**config.mk**
```make
export PLATFORM = sky130hd
export DESIGN_NAME = pixel_block_compressor_flat
export DESIGN_NICKNAME = d
export VERILOG_FILES = /design/src/rtl/pixel_block_compressor_if.sv /design/src/rtl/pixel_block_compressor.sv /design/src/flat_wrapper.sv
export SDC_FILE = /design/constraint.sdc
export NUM_CORES = 1
export LEC_CHECK = 0
export CAP_MARGIN = 0
export CORE_UTILIZATION = 48
export DETAILED_ROUTE_END_ITERATION = 10
export PLACE_DENSITY = 0.73
export SLEW_MARGIN = 20
export SYNTH_ARGS = -nofsm -noshare
export SYNTH_HDL_FRONTEND = slang
export SYNTH_SLANG_ARGS = --single-unit
```
**constraint.sdc**
```tcl
create_clock -name clk -period 6.46 [get_ports clk]
set_clock_uncertainty 0.05 [all_clocks]
set_input_delay 1.292 -clock clk [delete_from_list [all_inputs] [get_ports clk]]
set_output_delay 1.292 -clock clk [all_outputs]
set_load 0.01 [all_outputs]
```
**src/rtl/pixel_block_compressor_if.sv**
```systemverilog
// Streaming bus for the pixel block compressor: pixel input handshake,
// beat output handshake, and the registered block header fields.
interface pixel_block_compressor_if #(
  parameter int NUM_CHANNELS = 4,
  parameter int CHAN_W       = 8
) ();
  logic                           in_valid;
  logic                           in_ready;
  logic [NUM_CHANNELS*CHAN_W-1:0] in_pixel;
  logic                           out_valid;
  logic                           out_ready;
  logic                           out_hdr;
  logic [NUM_CHANNELS*CHAN_W-1:0] out_data;
  logic [NUM_CHANNELS-1:0]        hdr_skip;
  logic [NUM_CHANNELS*CHAN_W-1:0] hdr_min;
  logic                           hdr_compressable;
  logic                           busy;

  // Compressor side.
  modport slave (
    input  in_valid, in_pixel, out_ready,
    output in_ready, out_valid, out_hdr, out_data,
           hdr_skip, hdr_min, hdr_compressable, busy
  );

  // Producer/consumer side.
  modport master (
    output in_valid, in_pixel, out_ready,
    input  in_ready, out_valid, out_hdr, out_data,
           hdr_skip, hdr_min, hdr_compressable, busy
  );
endinterface

```
**src/rtl/pixel_block_compressor.sv**
```systemverilog
// Pixel block compressor: buffers NUM_PIXELS pixels while tracking the
// per-channel min/max, then emits a header beat followed by either
// per-channel residuals (pixel - min) or the raw pixels.
//
// Handshake: a beat moves on a rising edge only when valid and ready are
// both high; valid never depends on ready, and a presented beat holds
// stable until it is taken.
module pixel_block_compressor #(
  parameter int NUM_PIXELS   = 32,
  parameter int NUM_CHANNELS = 4,
  parameter int CHAN_W       = 8,
  parameter int RES_W        = 4
) (
  input  logic                      clk,
  input  logic                      rst,
  pixel_block_compressor_if.slave   bus,
  output logic [1:0]                state_dbg
);
  localparam int CNT_W = $clog2(NUM_PIXELS);
  localparam int PIX_W = NUM_CHANNELS * CHAN_W;
  localparam logic [CNT_W-1:0]  LAST    = CNT_W'(NUM_PIXELS - 1);
  localparam logic [CHAN_W-1:0] RES_MAX = CHAN_W'((1 << RES_W) - 1);

  typedef enum logic [1:0] {FILL, HDR, EMIT} state_t;
  typedef logic [NUM_CHANNELS-1:0][CHAN_W-1:0] lanes_t;

  state_t state, state_next;
  logic armed;
  logic [CNT_W-1:0] pix_cnt, emit_cnt;
  logic [PIX_W-1:0] buffer [NUM_PIXELS];
  lanes_t run_min, run_max, nxt_min, nxt_max;
  lanes_t in_lanes, emit_pix, out_lanes, hdr_min;
  logic [NUM_CHANNELS-1:0] hdr_skip, skip_next;
  logic hdr_compressable, comp_next;
  logic [CHAN_W-1:0] diff;
  logic in_fire, out_fire, last_in, last_out;

  assign in_lanes  = bus.in_pixel;
  assign emit_pix  = buffer[emit_cnt];
  assign in_fire   = bus.in_valid && bus.in_ready;
  assign out_fire  = bus.out_valid && bus.out_ready;
  assign last_in   = in_fire && (pix_cnt == LAST);
  assign last_out  = out_fire && (state == EMIT) && (emit_cnt == LAST);

  // armed holds in_ready low through reset and for the first edge after it.
  assign bus.in_ready         = (state == FILL) && armed;
  assign bus.out_valid        = (state != FILL);
  assign bus.busy             = (state != FILL);
  assign bus.out_hdr          = (state == HDR);
  assign bus.out_data         = out_lanes;
  assign bus.hdr_skip         = hdr_skip;
  assign bus.hdr_min          = hdr_min;
  assign bus.hdr_compressable = hdr_compressable;
  assign state_dbg            = state;

  // Running min/max including the pixel being accepted this cycle.
  always_comb begin
    nxt_min = run_min;
    nxt_max = run_max;
    for (int c = 0; c < NUM_CHANNELS; c++) begin
      if (pix_cnt == '0) begin
        nxt_min[c] = in_lanes[c];
        nxt_max[c] = in_lanes[c];
      end else begin
        if (in_lanes[c] < run_min[c]) nxt_min[c] = in_lanes[c];
        if (in_lanes[c] > run_max[c]) nxt_max[c] = in_lanes[c];
      end
    end
  end

  // Header fields derived from the completed block's min/max.
  always_comb begin
    comp_next = 1'b1;
    skip_next = '0;
    for (int c = 0; c < NUM_CHANNELS; c++) begin
      skip_next[c] = (nxt_max[c] == nxt_min[c]);
      if ((nxt_max[c] - nxt_min[c]) > RES_MAX) comp_next = 1'b0;
    end
  end

  // State register.
  always_ff @(posedge clk or posedge rst) begin
    if (rst) state <= FILL;
    else     state <= state_next;
  end

  // Next-state logic.
  always_comb begin
    state_next = state;
    case (state)
      FILL:    if (last_in)  state_next = HDR;
      HDR:     if (out_fire) state_next = EMIT;
      EMIT:    if (last_out) state_next = FILL;
      default: state_next = FILL;
    endcase
  end

  // Counters, running statistics and the registered header.
  always_ff @(posedge clk or posedge rst) begin
    if (rst) begin
      armed            <= 1'b0;
      pix_cnt          <= '0;
      emit_cnt         <= '0;
      run_min          <= '0;
      run_max          <= '0;
      hdr_min          <= '0;
      hdr_skip         <= '0;
      hdr_compressable <= 1'b0;
    end else begin
      armed <= 1'b1;
      case (state)
        FILL: if (in_fire) begin
          pix_cnt <= pix_cnt + CNT_W'(1);
          run_min <= nxt_min;
          run_max <= nxt_max;
          if (pix_cnt == LAST) begin
            hdr_min          <= nxt_min;
            hdr_skip         <= skip_next;
            hdr_compressable <= comp_next;
          end
        end
        HDR: if (out_fire) emit_cnt <= '0;
        EMIT: if (out_fire) begin
          emit_cnt <= emit_cnt + CNT_W'(1);
          if (emit_cnt == LAST) pix_cnt <= '0;
        end
        default: ;
      endcase
    end
  end

  // Pixel buffer; contents are don't-care until written.
  always_ff @(posedge clk) begin
    if (in_fire) buffer[pix_cnt] <= bus.in_pixel;
  end

  // Output beat: header min in HDR, residual or raw pixel in EMIT.
  always_comb begin
    out_lanes = '0;
    diff      = '0;
    case (state)
      HDR: out_lanes = hdr_min;
      EMIT: begin
        if (hdr_compressable) begin
          for (int c = 0; c < NUM_CHANNELS; c++) begin
            diff = emit_pix[c] - hdr_min[c];
            if (!hdr_skip[c])
              out_lanes[c] = {{(CHAN_W-RES_W){1'b0}}, diff[RES_W-1:0]};
          end
        end else begin
          out_lanes = emit_pix;
        end
      end
      default: ;
    endcase
  end
endmodule

```
**src/flat_wrapper.sv**
```systemverilog
// flat-port wrapper written by rule: the top's interface ports become plain ports
module pixel_block_compressor_flat 
#(
  parameter int NUM_PIXELS   = 32,
  parameter int NUM_CHANNELS = 4,
  parameter int CHAN_W       = 8,
  parameter int RES_W        = 4
)
  (clk, rst, state_dbg, bus_in_valid, bus_in_pixel, bus_out_ready, bus_in_ready, bus_out_valid, bus_out_hdr, bus_out_data, bus_hdr_skip, bus_hdr_min, bus_hdr_compressable, bus_busy);
  pixel_block_compressor_if #(.NUM_CHANNELS(NUM_CHANNELS), .CHAN_W(CHAN_W)) bus_i ();
  input  logic clk;
  input  logic rst;
  output logic [1:0] state_dbg;
  input wire logic [$bits(bus_i.in_valid)-1:0] bus_in_valid;
  input wire logic [$bits(bus_i.in_pixel)-1:0] bus_in_pixel;
  input wire logic [$bits(bus_i.out_ready)-1:0] bus_out_ready;
  output wire logic [$bits(bus_i.in_ready)-1:0] bus_in_ready;
  output wire logic [$bits(bus_i.out_valid)-1:0] bus_out_valid;
  output wire logic [$bits(bus_i.out_hdr)-1:0] bus_out_hdr;
  output wire logic [$bits(bus_i.out_data)-1:0] bus_out_data;
  output wire logic [$bits(bus_i.hdr_skip)-1:0] bus_hdr_skip;
  output wire logic [$bits(bus_i.hdr_min)-1:0] bus_hdr_min;
  output wire logic [$bits(bus_i.hdr_compressable)-1:0] bus_hdr_compressable;
  output wire logic [$bits(bus_i.busy)-1:0] bus_busy;
  assign bus_i.in_valid = bus_in_valid;
  assign bus_i.in_pixel = bus_in_pixel;
  assign bus_i.out_ready = bus_out_ready;
  assign bus_in_ready = bus_i.in_ready;
  assign bus_out_valid = bus_i.out_valid;
  assign bus_out_hdr = bus_i.out_hdr;
  assign bus_out_data = bus_i.out_data;
  assign bus_hdr_skip = bus_i.hdr_skip;
  assign bus_hdr_min = bus_i.hdr_min;
  assign bus_hdr_compressable = bus_i.hdr_compressable;
  assign bus_busy = bus_i.busy;
  pixel_block_compressor #(.NUM_PIXELS(NUM_PIXELS), .NUM_CHANNELS(NUM_CHANNELS), .CHAN_W(CHAN_W), .RES_W(RES_W)) u_core (.clk(clk), .rst(rst), .bus(bus_i), .state_dbg(state_dbg));
endmodule
```
==> results of run 1 <==
## logic make-up after synthesis
logic type,count (synthesis),share of synthesized area (%)
AO/OA/AOI/OAI,308,3.741
XOR/XNOR,19,0.3482
adder cells (fa/ha/maj),120,3.267
buffers and inverters,231,2.044
flip-flops,1138,70.30
multiplexers,391,16.65
other,1,0.007845
AND/OR/NAND/NOR,378,3.641
## cells in the final DEF (no fill, tap or decap), types with 12 or more instances in the layout
cell and count:
clkbuf_1 17, clkdlybuf4s50_1 110, edfxtp_1 1024, inv_1 104
nand4_1 14, buf_4 122, nor2_1 63, nand2b_1 17
mux4_2 320, nor2_4 32, clkinv_2 21, a21oi_1 85
xor2_1 13, nor2b_1 22, and2_1 24, clkinv_1 25
mux2_2 33, dfrtp_1 109, nand2_1 145, clkbuf_16 111
nand3_1 12, mux2i_1 36, nor3_1 20, o21ai_0 139
ha_1 112, bufinv_16 12
## final cells by class
class                   count  area, um2  share of cell area [%]
inverters                 107      404.1                  0.7346
clock buffers             130       2869                   5.215
flip-flops and latches   1138      33610                   61.10
clock inverters            76      824.5                   1.499
repair buffers            242       2212                   4.021
well taps                1287       1610                   2.927
diodes                      3      7.507                 0.01365
multi-input cells        1217      13480                   24.50
## metal layers
metal | up-vias | track usage (%)
li1 | 10800 | -
met1 | 13720 | 34.57
met2 | 1582 | 41.35
met3 | 271 | 4.662
met4 | 0 | 8.964
met5 | - | 0
## worst max-delay path by stage
stage	slack [ns]	cells past startpoint	end	start
finish	0.24	13	bus_out_data[11]	u_core.emit_cnt[1]
global route	0.01	14	bus_out_data[3]	u_core.emit_cnt[0]
CTS	0.10	13	bus_out_data[11]	u_core.emit_cnt[1]
detailed placement	0.40	18	u_core.bus.hdr_compressable	bus_in_pixel[2]
global placement	0.38	19	u_core.bus.hdr_compressable	bus_in_pixel[26]
floorplan	1.32	20	u_core.bus.hdr_compressable	bus_in_pixel[14]
## report_power, final
part | internal (mW) | total [mW] | switching [mW]
Sequential | 8.36 | 8.59 | 0.237
Clock | 3.68 | 6.52 | 2.84
Combinational | 3.00 | 6.51 | 3.51
Total | 15.0 | 21.6 | 6.59
## cell usage after synthesis (all sizes together), types with 2 or more instances
cell type and number:
a2111oi 3, a211o 2, a211oi 8, a21boi 6, a21o 9, a21oi 85, a221oi 5, a222oi 3
a22o 4, a22oi 2, a31o 2, a31oi 3, a32o 3, and2 25, and3 10, buf 52
clkbuf 72, dfrtp 114, edfxtp 1024, fa 8, ha 112, inv 107, mux2 33, mux2i 38
mux4 320, nand2 147, nand2b 17, nand3 12, nand3b 3, nand4 14, nor2 95, nor2b 22
nor3 22, nor4 3, o211ai 4, o21a 8, o21ai 148, o41ai 5, or2 3, or3b 2
xnor2 6, xor2 13
## worst register-to-register path: cells and delay by family (launching register included)
| family | cells | cell delay [ns] |
|---|---|---|
| fa+ha+maj | 1 | 0.36 |
| buf+inv | 1 | 0.27 |
| simple gates | 8 | 1.85 |
| flops | 1 | 0.52 |
| compound gates | 7 | 1.77 |
## timing repair
item,in CTS,in global routing
gates resized for setup,1,2
endpoints found under the setup margin,12,4
pin swaps,0,0
hold endpoints to repair,0,0
setup buffers,4,1
## sequential cells by signal, summed over array words and instances, names as in the netlist, named ones only
| register | flops |
|---|---|
| u_core.run_max | 31 |
| u_core.run_min | 32 |
| u_core.state_dbg | 2 |
| u_core.bus.hdr_skip | 4 |
| u_core.bus.hdr_min | 32 |
| u_core.emit_cnt | 5 |
| u_core.bus.hdr_compressable | 1 |
| u_core.buffer | 1024 |
| u_core.armed | 1 |
| u_core.pix_cnt | 5 |
## metrics by stage
stage / setup slack [ns] / instances
final: 0.2430 / 4200
after global routing: 0.01241 / 4197
after CTS: 0.1048 / 4196
after detailed placement: 0.3965 / 3986
after global placement: 0.3789 / 3986
after floorplan: 1.320 / 2586
==> run metrics, run 1 <==
Post-Route WL 127600 um; setup TNS 0 ns; EDFF count, synth 1024; Syn Area/Cell 18.48 um2; Hold Path Cell Cnt 2; Max IR drop VDD 0.3581 mV; CP bufs+invs 3; post-synthesis sequential area ratio 70.30%; Critical Path RT 5.12 ns; Pwr Total 21.63 mW; clk root buf clkbuf_16; Startpoint Class flip-flop; Syn Nets 2742; slowest CP cell dfrtp_4; Synth Register Bits 1138; final design area excluding fillers 55020 um2; number of top-level pins 111; die width 317.6 um; flop-to-flop setup slack 1.58 ns; Hold Path Sink u_core.run_min[19]; Cells after Synth 2586; largest stage delay on the critical path 0.65 ns; endpoints failing setup 0; top post-synthesis cells by area edfxtp_1, mux4_2, dfrtp_1; critical path data arrival time 4.87 ns; Pleak 18.23 nW; HPWL after DPL 77260 um; Overflow after GRT 0; TritonCTS Buffers 110; Starting Density 48.50%; classification of the worst setup path flip-flop to primary output; clk buf depth 3; DR top layer met4; YS warnings 0; Hold WS 0.4318 ns; P per Cell Area 393.1 nW/um2; met2 WL 62000 um; FF-to-FF End u_core.bus.hdr_compressable; Antenna Nets Post-Route 0; wire length per cell 30.38 um; Cell Area, Synth 47800 um2; largest net degree at the start of global routing 74; layout cells sized above 1 24.26%; Worst Setup End Kind primary output; Die ar. 100800 um2; hold_buf cts 0; drt drc 0; DR vias/cell 6.278; total number of vias 26370; Max Slew Vio Count 0; FP Rows 115; number of global-route vias before repair 26600; gr usage total 25.40%; fill count 7222; unrepaired setup endpoints after global routing no; clock latency on the worst-skew pair 0.70 ns; fin util 55.82%; P&R area growth vs syn 15.10%; met1 WL 48270 um; Synth Flop Type edfxtp_1; hold_sp u_core.run_min[19]; Max-Cap Viols 0; placed inst area 51210 um2; TritonCTS clock tree yes; Buffers on Ports 110; outcome finished clean; CP dominant cell by count mux4_2; clk slew on worst S/H paths 0.06 ns; CP top delay family multiplexers; antenna violations before repair 5; TritonRoute pass-1 iters 5; first-pass GRT wire length 184800 um; crit-path max FO 66; final net count 2972; HP Class flip-flop to flip-flop; GPL Wtd Cong 0.8875; # clock sinks 1138; synth unique cells 63; Slew HR 22.92%; R2R Path Start u_core.pix_cnt[2]; Worst R2R Path Depth 17; htree depth 3; 1st-iter DRT viols 3276; Final Hold Viols 0; Final period util 96.24%; Cell Chain, Critical Path buf_12, mux4_2, mux4_2, mux2i_1, inv_1, ha_1, a21o_1, a21oi_1, xor2_1, and3_1, o21ai_1, a21boi_1, clkdlybuf4s50_1; FFs w/ async S/R, synth 10.02%; area fraction of the dominant cell type after synthesis 64.33%; Period minus WS final 6.217 ns; Synth area leader edfxtp_1; pin slew with the least headroom to its limit 1.153 ns; Core Area 98560 um2; Fmax achieved 0.1609 GHz; Die Y 317.6 um; met3 WL 12550 um
Note: power is estimated with default switching activity, not from simulation.
==> run 2: changes to the inputs <==
--- a/config.mk
+++ b/config.mk
@@ -8,7 +8,7 @@
 export CAP_MARGIN = 0
 export CORE_UTILIZATION = 48
 export DETAILED_ROUTE_END_ITERATION = 10
-export PLACE_DENSITY = 0.73
+export PLACE_DENSITY = 0.76
 export SLEW_MARGIN = 20
 export SYNTH_ARGS = -nofsm -noshare
 export SYNTH_HDL_FRONTEND = slang
==> constraint.sdc (replaced) <==
create_clock -name clk -period 5.3 [get_ports clk]
set_clock_uncertainty 0.05 [all_clocks]
set_input_delay 1.06 -clock clk [delete_from_list [all_inputs] [get_ports clk]]
set_output_delay 1.06 -clock clk [all_outputs]
set_load 0.01 [all_outputs]
==> run metrics, run 2 (synthesis results as in run 1) <==
outcome finished, violations left; failing checks setup timing; Starting Density 48.50%; pin slew with the least headroom to its limit 1.194 ns; clock latency on the worst-skew pair 0.70 ns; DR vias/cell 6.310; Fmax achieved 0.1835 GHz; number of global-route vias before repair 28240; largest registers u_core.buffer (1024), u_core.bus.hdr_min (32), u_core.run_min (32); Max-Cap Viols 0; FP Rows 115; Diodes inserted 0; htree depth 3; Seq pwr share 37.3%; Final WS setup -0.1494 ns; die width 317.6 um; Worst Setup End Kind primary output; final design area excluding fillers 57200 um2; TritonCTS clock tree yes; clk slew on worst S/H paths 0.07 ns; total number of vias 27790; hold_sp u_core.run_min[26]; HP Class flip-flop to flip-flop; Pwr Total 28.10 mW; Clock power frac 27.6%; endpoints failing setup 6; fin util 58.03%; R2R Path Start u_core.pix_cnt[2]; sw frac 30.73%; Final Hold Viols 0; Final period util 102.8%; critical path data arrival time 4.34 ns; Die Y 317.6 um; TritonRoute pass-1 iters 7; wire length per cell 30.99 um; Antenna Nets Post-Route 0; worst slack at placement -0.3418 ns; placed inst area 52730 um2; most frequent cells in the layout edfxtp_1, mux4_2, buf_4; Core Area 98560 um2; 1st-iter DRT viols 3855; hold_buf cts 0; Overflow after GRT 0; TritonCTS Buffers 108; share of total power in combinational logic 35.1%; antenna violations before repair 2; fill count 6859; most common cell after layout, fill and taps aside edfxtp_1; clk buf depth 3; GPL Wtd Cong 0.9497; Hold Path Sink u_core.run_min[26]; largest net degree at the start of global routing 74; gr usage total 27.06%; P&R area growth vs syn 19.67%; crit-path max FO 6; Critical Path RT 4.19 ns; unrepaired setup endpoints after global routing yes; Slew HR 20.19%; # clock sinks 1138; Max IR drop VDD 0.4850 mV; final net count 3185; Startpoint Class flip-flop; Pleak 19.48 nW; number of top-level pins 111; Period minus WS final 5.449 ns; flop-to-flop setup slack 0.62 ns; Biggest register u_core.buffer; Die ar. 100800 um2; FF-to-FF End u_core.bus.hdr_compressable; first-pass GRT wire length 196300 um; classification of the worst setup path flip-flop to primary output; layout cells sized above 1 30.93%; Hold Path Cell Cnt 2; P_sw 8.635 mW; Buffers on Ports 110; max reg flops 1024; design internal power 19.46 mW; setup TNS -0.4030 ns; P per Cell Area 491.2 nW/um2; drt drc 0; Max Slew Vio Count 0; Post-Route WL 136500 um; clk root buf clkbuf_16; Worst R2R Path Depth 18; HPWL after DPL 82460 um
[run 2: cell count changes in the layout (fill, tap and decap cells not counted), moves of 9 or more]
| cell | delta |
|---|---|
| buf_4 | +172 |
| buf_12 | +22 |
| clkdlybuf4s50_1 | -16 |
| buf_6 | +12 |
| clkinv_1 | -11 |
| buf_16 | +9 |
| ha_1 | -9 |
[run 2: power by group through the flow]
stage | clock network, mW | registers (mW) | logic, mW
finish | 7.77 | 10.5 | 9.85
floorplan | 0 | 10.5 | 5.59
global route | 8.11 | 10.5 | 10.6
CTS | 7.80 | 10.5 | 9.55
global placement | 0 | 10.6 | 8.73
detailed placement | 0 | 10.7 | 8.88
[run 2: area by class of cell]
cell class              count  area [um2]  share of cell area (%)
well taps                1287        1610                   2.815
repair buffers            457        4295                   7.509
clock inverters            61       655.6                   1.146
inverters                 107       404.1                  0.7065
clock buffers             137        2874                   5.024
flip-flops and latches   1138       33610                   58.76
multi-input cells        1217       13750                   24.03
[run 2: how the worst max path moves through the flow]
stage	start	end	slack, ns	cells after the start
final	u_core.emit_cnt[0]	bus_out_data[11]	-0.15	15
after floorplan	bus_in_pixel[14]	u_core.bus.hdr_compressable	0.39	20
after detailed placement	bus_in_pixel[26]	u_core.bus.hdr_compressable	-0.34	19
after global routing	u_core.emit_cnt[0]	bus_out_data[11]	-0.23	15
after global placement	bus_in_pixel[26]	u_core.bus.hdr_compressable	-0.26	19
after CTS	u_core.emit_cnt[0]	bus_out_data[27]	-0.15	17
[run 2: per-layer routing]
layer  wire [um]  up-vias  GRT usage, %
met1       50800    14300         36.07
met2       65160     1936         43.74
met5          33        -             0
li1            -    11220             -
met4        6502        4         11.70
met3       13990      331         5.178
[run 2: through the flow]
step	hold slack (ns)	std cells
5_1_grt	0.4483	4404
2_1_floorplan	0.3998	2586
6_report	0.4346	4404
3_5_place_dp	0.4263	4154
4_1_cts	0.4401	4388
3_3_place_gp	0.4142	4154
[run 2: what timing repair did]
| action | 4_1_cts | 5_1_grt |
|---|---|---|
| resized for setup | 104 | 45 |
| endpoints found under the setup margin | 29 | 26 |
| setup buffers | 33 | 19 |
| pin swaps | 10 | 19 |
| cloned | 5 | 1 |
[run 2: worst max-delay path, stage by stage (launching register included)]
cell and delay [ns]:
dfrtp_4 0.45, buf_12 0.17, buf_16 0.15, buf_8 0.13
mux4_2 0.50, mux4_2 0.52, mux2i_2 0.21, inv_1 0.07
ha_1 0.27, a21o_1 0.18, a21oi_2 0.15, xor2_1 0.21
and3_1 0.20, o21ai_1 0.07, a21boi_1 0.20, buf_2 0.17
